`src/rtl/if_fetcher.sv`:
```
// Byte-serial instruction fetcher: assembles a 32-bit little-endian instruction
// from four single-byte memory reads, with flush, branch hold and misalign handling.
module if_fetcher (
  input  logic        clk,
  input  logic        rst,
  input  logic [31:0] pc,
  input  logic        branch_hold,
  input  logic        flush,
  output logic        mem_req,
  output logic [31:0] mem_addr,
  input  logic        mem_ack,
  input  logic [7:0]  mem_rdata,
  output logic [31:0] inst,
  output logic        inst_valid,
  output logic        inst_misalign,
  output logic        IFetch_stall
);

  localparam int unsigned XLEN   = 32;
  localparam int unsigned BYTE_W = 8;
  localparam int unsigned CNT_W  = 2;
  localparam logic [XLEN-1:0] NOP_INST = 32'h0000_0013;

  typedef enum logic [1:0] {
    S_IDLE  = 2'd0,
    S_FETCH = 2'd1,
    S_DONE  = 2'd2
  } state_t;

  state_t            state, state_d;
  logic [CNT_W-1:0]  k, k_d;
  logic [XLEN-1:0]   base, base_d;
  logic [XLEN-1:0]   inst_d;
  logic              mis, mis_d;

  // State and datapath registers
  always_ff @(posedge clk) begin
    if (rst) begin
      state <= S_IDLE;
      k     <= '0;
      base  <= '0;
      inst  <= '0;
      mis   <= 1'b0;
    end else begin
      state <= state_d;
      k     <= k_d;
      base  <= base_d;
      inst  <= inst_d;
      mis   <= mis_d;
    end
  end

  // Next-state, datapath updates and combinational outputs
  always_comb begin
    state_d       = state;
    k_d           = k;
    base_d        = base;
    inst_d        = inst;
    mis_d         = mis;
    mem_req       = 1'b0;
    mem_addr      = '0;
    inst_valid    = 1'b0;
    inst_misalign = 1'b0;
    IFetch_stall  = 1'b0;

    case (state)
      S_IDLE: begin
        if (!flush && !branch_hold) begin
          IFetch_stall = 1'b1;
          if (pc[1:0] != 2'b00) begin
            // Misaligned pc: hand a NOP to decode without touching memory
            inst_d  = NOP_INST;
            mis_d   = 1'b1;
            state_d = S_DONE;
          end else begin
            base_d  = pc;
            k_d     = '0;
            mis_d   = 1'b0;
            state_d = S_FETCH;
          end
        end
      end

      S_FETCH: begin
        mem_req      = 1'b1;
        mem_addr     = base + XLEN'(k);
        IFetch_stall = 1'b1;
        if (flush) begin
          state_d = S_IDLE;
        end else if (mem_ack) begin
          inst_d[{k, 3'b000} +: BYTE_W] = mem_rdata;
          k_d = k + CNT_W'(1);
          if (k == CNT_W'(3)) begin
            state_d = S_DONE;
          end
        end
      end

      S_DONE: begin
        inst_valid    = !flush;
        inst_misalign = mis && !flush;
        state_d       = S_IDLE;
      end

      default: begin
        state_d = S_IDLE;
      end
    endcase

    // Reset quiets every output regardless of the registered state
    if (rst) begin
      mem_req       = 1'b0;
      mem_addr      = '0;
      inst_valid    = 1'b0;
      inst_misalign = 1'b0;
      IFetch_stall  = 1'b0;
    end
  end

endmodule

```
`config.mk`:
```
export PLATFORM = sky130hd
export DESIGN_NAME = if_fetcher
export DESIGN_NICKNAME = d
export VERILOG_FILES = /design/src/rtl/if_fetcher.sv
export SDC_FILE = /design/constraint.sdc
export NUM_CORES = 1
export LEC_CHECK = 0
export BUFFER_PORTS_ARGS = -buffer_cell sky130_fd_sc_hd__buf_2
export CORE_MARGIN = 2
export CORE_UTILIZATION = 50
export CTS_CLUSTER_SIZE = 40
export DETAILED_ROUTE_END_ITERATION = 10
export PLACE_DENSITY_LB_ADDON = 0.15
export SLEW_MARGIN = 30
export SYNTH_ARGS = -nofsm -noshare
export SYNTH_HDL_FRONTEND = slang
export SYNTH_SLANG_ARGS = --single-unit
```
`constraint.sdc`:
```
create_clock -name clk -period 2.75 [get_ports clk]
set_clock_uncertainty 0.15 [all_clocks]
set_input_delay 0.1375 -clock clk [delete_from_list [all_inputs] [get_ports clk]]
set_output_delay 0.1375 -clock clk [all_outputs]
set_load 0.01 [all_outputs]
```
==> results of run 1 <==
-- stage by stage --
stage | utilization | setup slack [ns]
global route | 0.7352 | -0.2373
global placement | 0.6188 | 0.1872
floorplan | - | 0.1607
detailed placement | 0.6188 | 0.1129
finish | 0.7352 | -0.1067
CTS | 0.7202 | -0.1475
-- area by class of cell --
type,count,area share
Multi-Input combinational cell,371,0.4237
Inverter,11,0.008176
Timing Repair Buffer,175,0.2252
Clock inverter,6,0.01710
Tap cell,96,0.02379
Sequential cell,69,0.2748
Clock buffer,10,0.02725
-- routing by layer --
layer  global-route usage  part of all wire  vias up
met5                    0                 0        -
met3              0.05970             0.073       34
li1                     -                 -     2051
met4              0.09366             0.025        0
met1               0.3838              0.45     1938
met2               0.4206              0.45      209
-- timing repair --
item,CTS,global route
hold buffers,41,0
endpoints found under the hold margin,64,0
cloned,1,1
endpoints found under the setup margin,19,15
buffers inserted,3,5
resized for setup,10,13
pin swaps,12,6
-- state kept, by name, indices dropped and copies added, names as in the netlist --
| register | flops |
|---|---|
| base | 32 |
| inst | 32 |
| k | 2 |
| mis | 1 |
| state | 2 |
-- power groups by stage --
stage | Combinational [mW] | Sequential (mW) | Clock, mW
2_1_floorplan | 0.0896 | 1.05 | 0
3_3_place_gp | 0.155 | 1.05 | 0
3_5_place_dp | 0.156 | 1.06 | 0
4_1_cts | 0.202 | 1.03 | 0.941
5_1_grt | 0.227 | 1.03 | 0.981
6_report | 0.209 | 1.03 | 0.918
-- cells by family (layout without fill, tap and decap cells) --
group / count (synthesis) / after routing / share of synthesized area
adder cells (fa/ha/maj): 7 / 7 / 0.02642
buffers and inverters: 44 / 202 / 0.04692
multiplexers: 1 / 1 / 0.002781
flip-flops: 69 / 69 / 0.3837
XOR/XNOR: 10 / 10 / 0.02433
AND/OR/NAND/NOR: 205 / 206 / 0.2979
AO/OA/AOI/OAI: 147 / 147 / 0.2179
-- path summary, 6_finish.rpt --
path                                 to  slack [ns]  cells past startpoint             startpoint
setup / recovery           mem_addr[22]       -0.11                      8      k[0]$_SDFFE_PP0P_
hold / removal         mis$_SDFFE_PP0P_        0.06                      4                  flush
setup reg to reg      k[1]$_SDFFE_PP0P_        0.40                      5  state[0]$_SDFFE_PP0P_
hold reg to reg   inst[26]$_SDFFE_PP0P_        0.32                      2  inst[26]$_SDFFE_PP0P_
-- cells in the mapped netlist, drive strengths merged (6+ instances only) --
cell	n	share of area
nand2	74	0.077
inv	11	0.011
and2	7	0.012
o31ai	10	0.021
nand4	28	0.049
dfxtp	69	0.38
xnor2	7	0.017
a21oi	89	0.12
nor2	17	0.018
nand3	21	0.031
nand2b	7	0.012
o21ai	40	0.056
clkbuf	29	0.031
or3	10	0.017
ha	6	0.021
nor4	6	0.010
or4	12	0.025
-- worst max-delay path, stage by stage (launching register included) --
cell and delay, ns:
dfxtp_2 0.36, ha_4 0.14, fa_2 0.21, nand3_2 0.09
or4_4 0.53, buf_6 0.15, or4_1 0.50, a21oi_2 0.13
buf_2 0.13
-- layout by cell type, fill, tap and decap left out, drive strengths merged, types with 3 or more instances in the layout --
master       instances
xor2                 3
or4                 13
or3                 10
and3                 5
nand2               74
nand3               21
xnor2                7
a21o                 3
dfxtp               69
nor3                 3
o31ai               10
nand4               28
nand2b               7
and4                 3
a221oi               3
a21oi               89
nor4                 6
nor3b                5
clkinv               3
buf                134
nor2                17
ha                   6
clkbuf              10
and2                 7
o21ai               40
inv                 11
dlygate4sd3         41
==> results.yml, run 1 <==
sta:
  period_needed_ns: 2.857
  max_slew_margin: 0.4814
  rsz0062_at_grt: "true"
  hold_ws_ns: 0.06079
  finalSetupViolations: 8
  tightest_slew_ns: 0.7728
  fmax_ghz: 0.3501
  tns_ns: -0.5415
  fin_ws_ns: -0.1067
  fin_crit_sh: 1.039
  slew_violations: 0
  hold_viol: 0
routing:
  avgRoutedWirePerCell_um: 15.15
  postRouteAntennaNets: 0
  via_per_inst: 5.734
  vias: 4232
  drt-total-wl_mm: 11.18
  drc_errors: 0
  drtIter0Drc: 280
  dr.pass1.iters: 5
cells_and_area:
  drive_above_1_share: 0.2664
  fin_area_um2: 5050
  multi_input_area_um2: 2140
  fill_cells: 573
  finalNetCount: 689
  n_antenna_cell: 0
  area_growth_pct: 40.28
  instances_no_fill: 738
  seqCellArea_um2: 1388
worst_hold_path:
  hold_class: "input pin to flip-flop"
floorplan:
  chipHeight_um: 88.85
  num_rows: 30
  ioPinCount: 113
  die_x_um: 88.85
  die-area_um2: 7894
  core_area_um2: 6869
  initial_core_util: 0.5240
logic_synthesis:
  syn_avg_cell_area_um2: 7.453
  synth-edff-count: 0
  synth-async-reset-ratio: 0
  syn_inst: 483
  syn-num-nets: 535
  synthFlopType: "dfxtp_1"
  synth-seq-cells: 69
  synth.yosys.seq_area_share: 0.3837
  syn_area_um2: 3600
  yosysWarnings: 0
  synth.distinct_cells: 36
global_routing:
  antenna_found_initial: 0
  grt_util_all_layers: 0.2746
  grt_pass1_vias: 3628
  grt_max_degree: 48
  overflow: 0
  grt_pass1_wl_mm: 17.09
placed_design:
  numPortBuffers: 112
  post_dp_cell_area_um2: 4250
  gp_congestion: 0.9439
  dp_cells: 671
  hpwl_mm: 6.948
pwr:
  p_sw_frac: 0.2402
  seq_power_share: 0.478
  p_comb_frac: 0.097
  vdd_drop_max_v: 0.0003465
  p_per_area_nw_per_um2: 427.7
  p_total_mw: 2.160
  intPower_mw: 1.641
  net-switching-power_mw: 0.5189
  p_clk_frac: 0.425
  p_leak_nw: 1.929
worst_setup_path:
  arrival_ns: 2.57
  required_ns: 2.46
  worstSetupPathType: "flip-flop to primary output"
  endpoint_kind: "primary output"
  critPathLaunchType: "flip-flop"
  cp_max_fo: 5
cts:
  path_clk_slew_ns: 0.07
  cts.sinks: 69
  cts_max_level: 3
  cts_buffer_depth: 2
  clkLatencyLatePin_ns: 0.33
  cts_tree: "built"
  ctsRootBufferMaster: "clkbuf_8"
  cts_buffers: 9
status:
  violations: "negative setup slack"
  status: "finished with violations"
job:
  max-cap-violations: 0
Note: power is estimated with default switching activity, not from simulation.
==> inputs of run 2 (changes only) <==
--- a/config.mk
+++ b/config.mk
@@ -11,6 +11,7 @@
 export CTS_CLUSTER_SIZE = 40
 export DETAILED_ROUTE_END_ITERATION = 10
 export PLACE_DENSITY_LB_ADDON = 0.15
+export SKIP_CTS_REPAIR_TIMING = 1
 export SLEW_MARGIN = 30
 export SYNTH_ARGS = -nofsm -noshare
 export SYNTH_HDL_FRONTEND = slang
==> results.yml, run 2 (synthesis results as in run 1) <==
status:
  status: "finished with violations"
  violations: "negative hold slack, negative setup slack"
worst_setup_path:
  cp_max_fo: 5
  crit_path_end: "mem_addr[26]"
  reg2reg_setup_slack_ns: 0.39
  rr_worst_depth: 5
  critPathLaunchType: "flip-flop"
  endpoint_kind: "primary output"
  worstSetupPathType: "flip-flop to primary output"
  r2r_start: "state[0]$_SDFFE_PP0P_"
  required_ns: 2.46
  rr_endpoint: "k[1]$_SDFFE_PP0P_"
  arrival_ns: 2.66
  worstSetupStartpoint: "base[0]$_SDFFE_PP0P_"
cells_and_area:
  layout_common_cells: "buf_2 (113), a21oi_1 (86), nand2_1 (74)"
  fin_area_um2: 4972
  final_common_cell: "buf_2"
  drive_above_1_share: 0.2575
  instances_no_fill: 733
  multi_input_area_um2: 2100
  finalNetCount: 684
  area_growth_pct: 38.13
  seqCellArea_um2: 1388
  fill_cells: 579
  n_antenna_cell: 0
  top_regs: "base (32), inst (32)"
global_routing:
  overflow: 0
  grt_util_all_layers: 0.2509
  antenna_found_initial: 0
  grt_pass1_vias: 3428
  grt_pass1_wl_mm: 15.75
  grt_max_degree: 48
routing:
  postRouteAntennaNets: 0
  avgRoutedWirePerCell_um: 14.78
  dr.pass1.iters: 6
  vias: 4158
  via_per_inst: 5.673
  drc_errors: 0
  drt-total-wl_mm: 10.83
  drtIter0Drc: 366
placed_design:
  dp_cells: 671
  hpwl_mm: 6.948
  gp_congestion: 0.9439
  dp_slack_ns: 0.1129
  post_dp_cell_area_um2: 4250
  numPortBuffers: 112
pwr:
  p_leak_nw: 1.892
  vdd_drop_max_v: 0.0003458
  p_per_area_nw_per_um2: 433.5
sta:
  period_needed_ns: 2.946
  fmax_ghz: 0.3395
  rsz0062_at_grt: "true"
  max_slew_margin: 0.4645
  finalSetupViolations: 9
  slew_violations: 0
  fin_crit_sh: 1.071
  tns_ns: -1.117
  hold_ws_ns: -0.02175
  hold_viol: 1
  tightest_slew_ns: 0.7980
  fin_ws_ns: -0.1959
cts:
  path_clk_slew_ns: 0.07
  cts_buffer_depth: 2
  cts_buffers: 9
  ctsRootBufferMaster: "clkbuf_8"
  clkLatencyLatePin_ns: 0.33
  cts_max_level: 3
  cts_tree: "built"
  cts.sinks: 69
floorplan:
  chipHeight_um: 88.85
  core_area_um2: 6869
  initial_core_util: 0.5240
  num_rows: 30
  ioPinCount: 113
  die_x_um: 88.85
  die-area_um2: 7894
job:
  max-cap-violations: 0
worst_hold_path:
  hold_class: "input pin to flip-flop"
## run 2: cell count changes in the layout (fill, tap and decap cells not counted)
cell / before / now
nor4_4: 1 / 0
dlygate4sd3_1: 41 / 38
a21oi_2: 5 / 3
nor4_1: 5 / 6
or4_1: 6 / 7
o31ai_1: 9 / 10
or4_2: 1 / 0
a21oi_1: 84 / 86
o31ai_2: 1 / 0
or4_4: 6 / 5
buf_4: 20 / 19
## run 2: power by group
group / internal, mW / leakage, nW / switching, mW
Combinational: 0.0916 / 1.22 / 0.113
Sequential: 1.01 / 0.559 / 0.0194
Clock: 0.534 / 0.112 / 0.385
## run 2: metrics by stage
stage	util	power (mW)
2_1_floorplan	-	1.140
3_3_place_gp	0.6188	1.209
3_5_place_dp	0.6188	1.211
4_1_cts	0.6514	2.130
5_1_grt	0.7239	2.238
6_report	0.7239	2.155
## run 2: routing by layer
metal  vias up  global-route usage  wire, um
li1       2045                   -         -
met1      1899              0.3599      4861
met2       183              0.3711      4908
met3        31             0.05784       800
met4         0             0.08540       261
met5         -                   0         0
## run 2: worst max-delay path, cell delays in order (launching register included)
cell     delay [ns]
dfxtp_2        0.35
ha_4           0.15
fa_2           0.21
nand3_2        0.09
or4_4          0.59
buf_6          0.16
or4_1          0.47
a21oi_1        0.15
buf_2          0.15
## run 2: layout make-up
cell class,count,share of cell area
clock inverter,6,0.01736
inverter,11,0.008304
tap,96,0.02416
sequential,69,0.2791
multi-input combinational,370,0.4222
clock buffer,10,0.02768
timing repair buffer,171,0.2212
## run 2: worst min-delay path by stage
stage            start                    end  slack [ns]  depth (start not counted)
4_1_cts          pc[8]   base[8]$_SDFFE_PP0P_       -0.13                          3
3_5_place_dp     pc[4]   base[4]$_SDFFE_PP0P_        0.23                          3
5_1_grt        mem_ack  state[0]$_SDFFE_PP0P_       0.002                          4
2_1_floorplan   pc[31]  base[31]$_SDFFE_PP0P_        0.12                          2
6_report       mem_ack  state[0]$_SDFFE_PP0P_       -0.02                          4
3_3_place_gp    pc[19]  base[19]$_SDFFE_PP0P_        0.23                          3
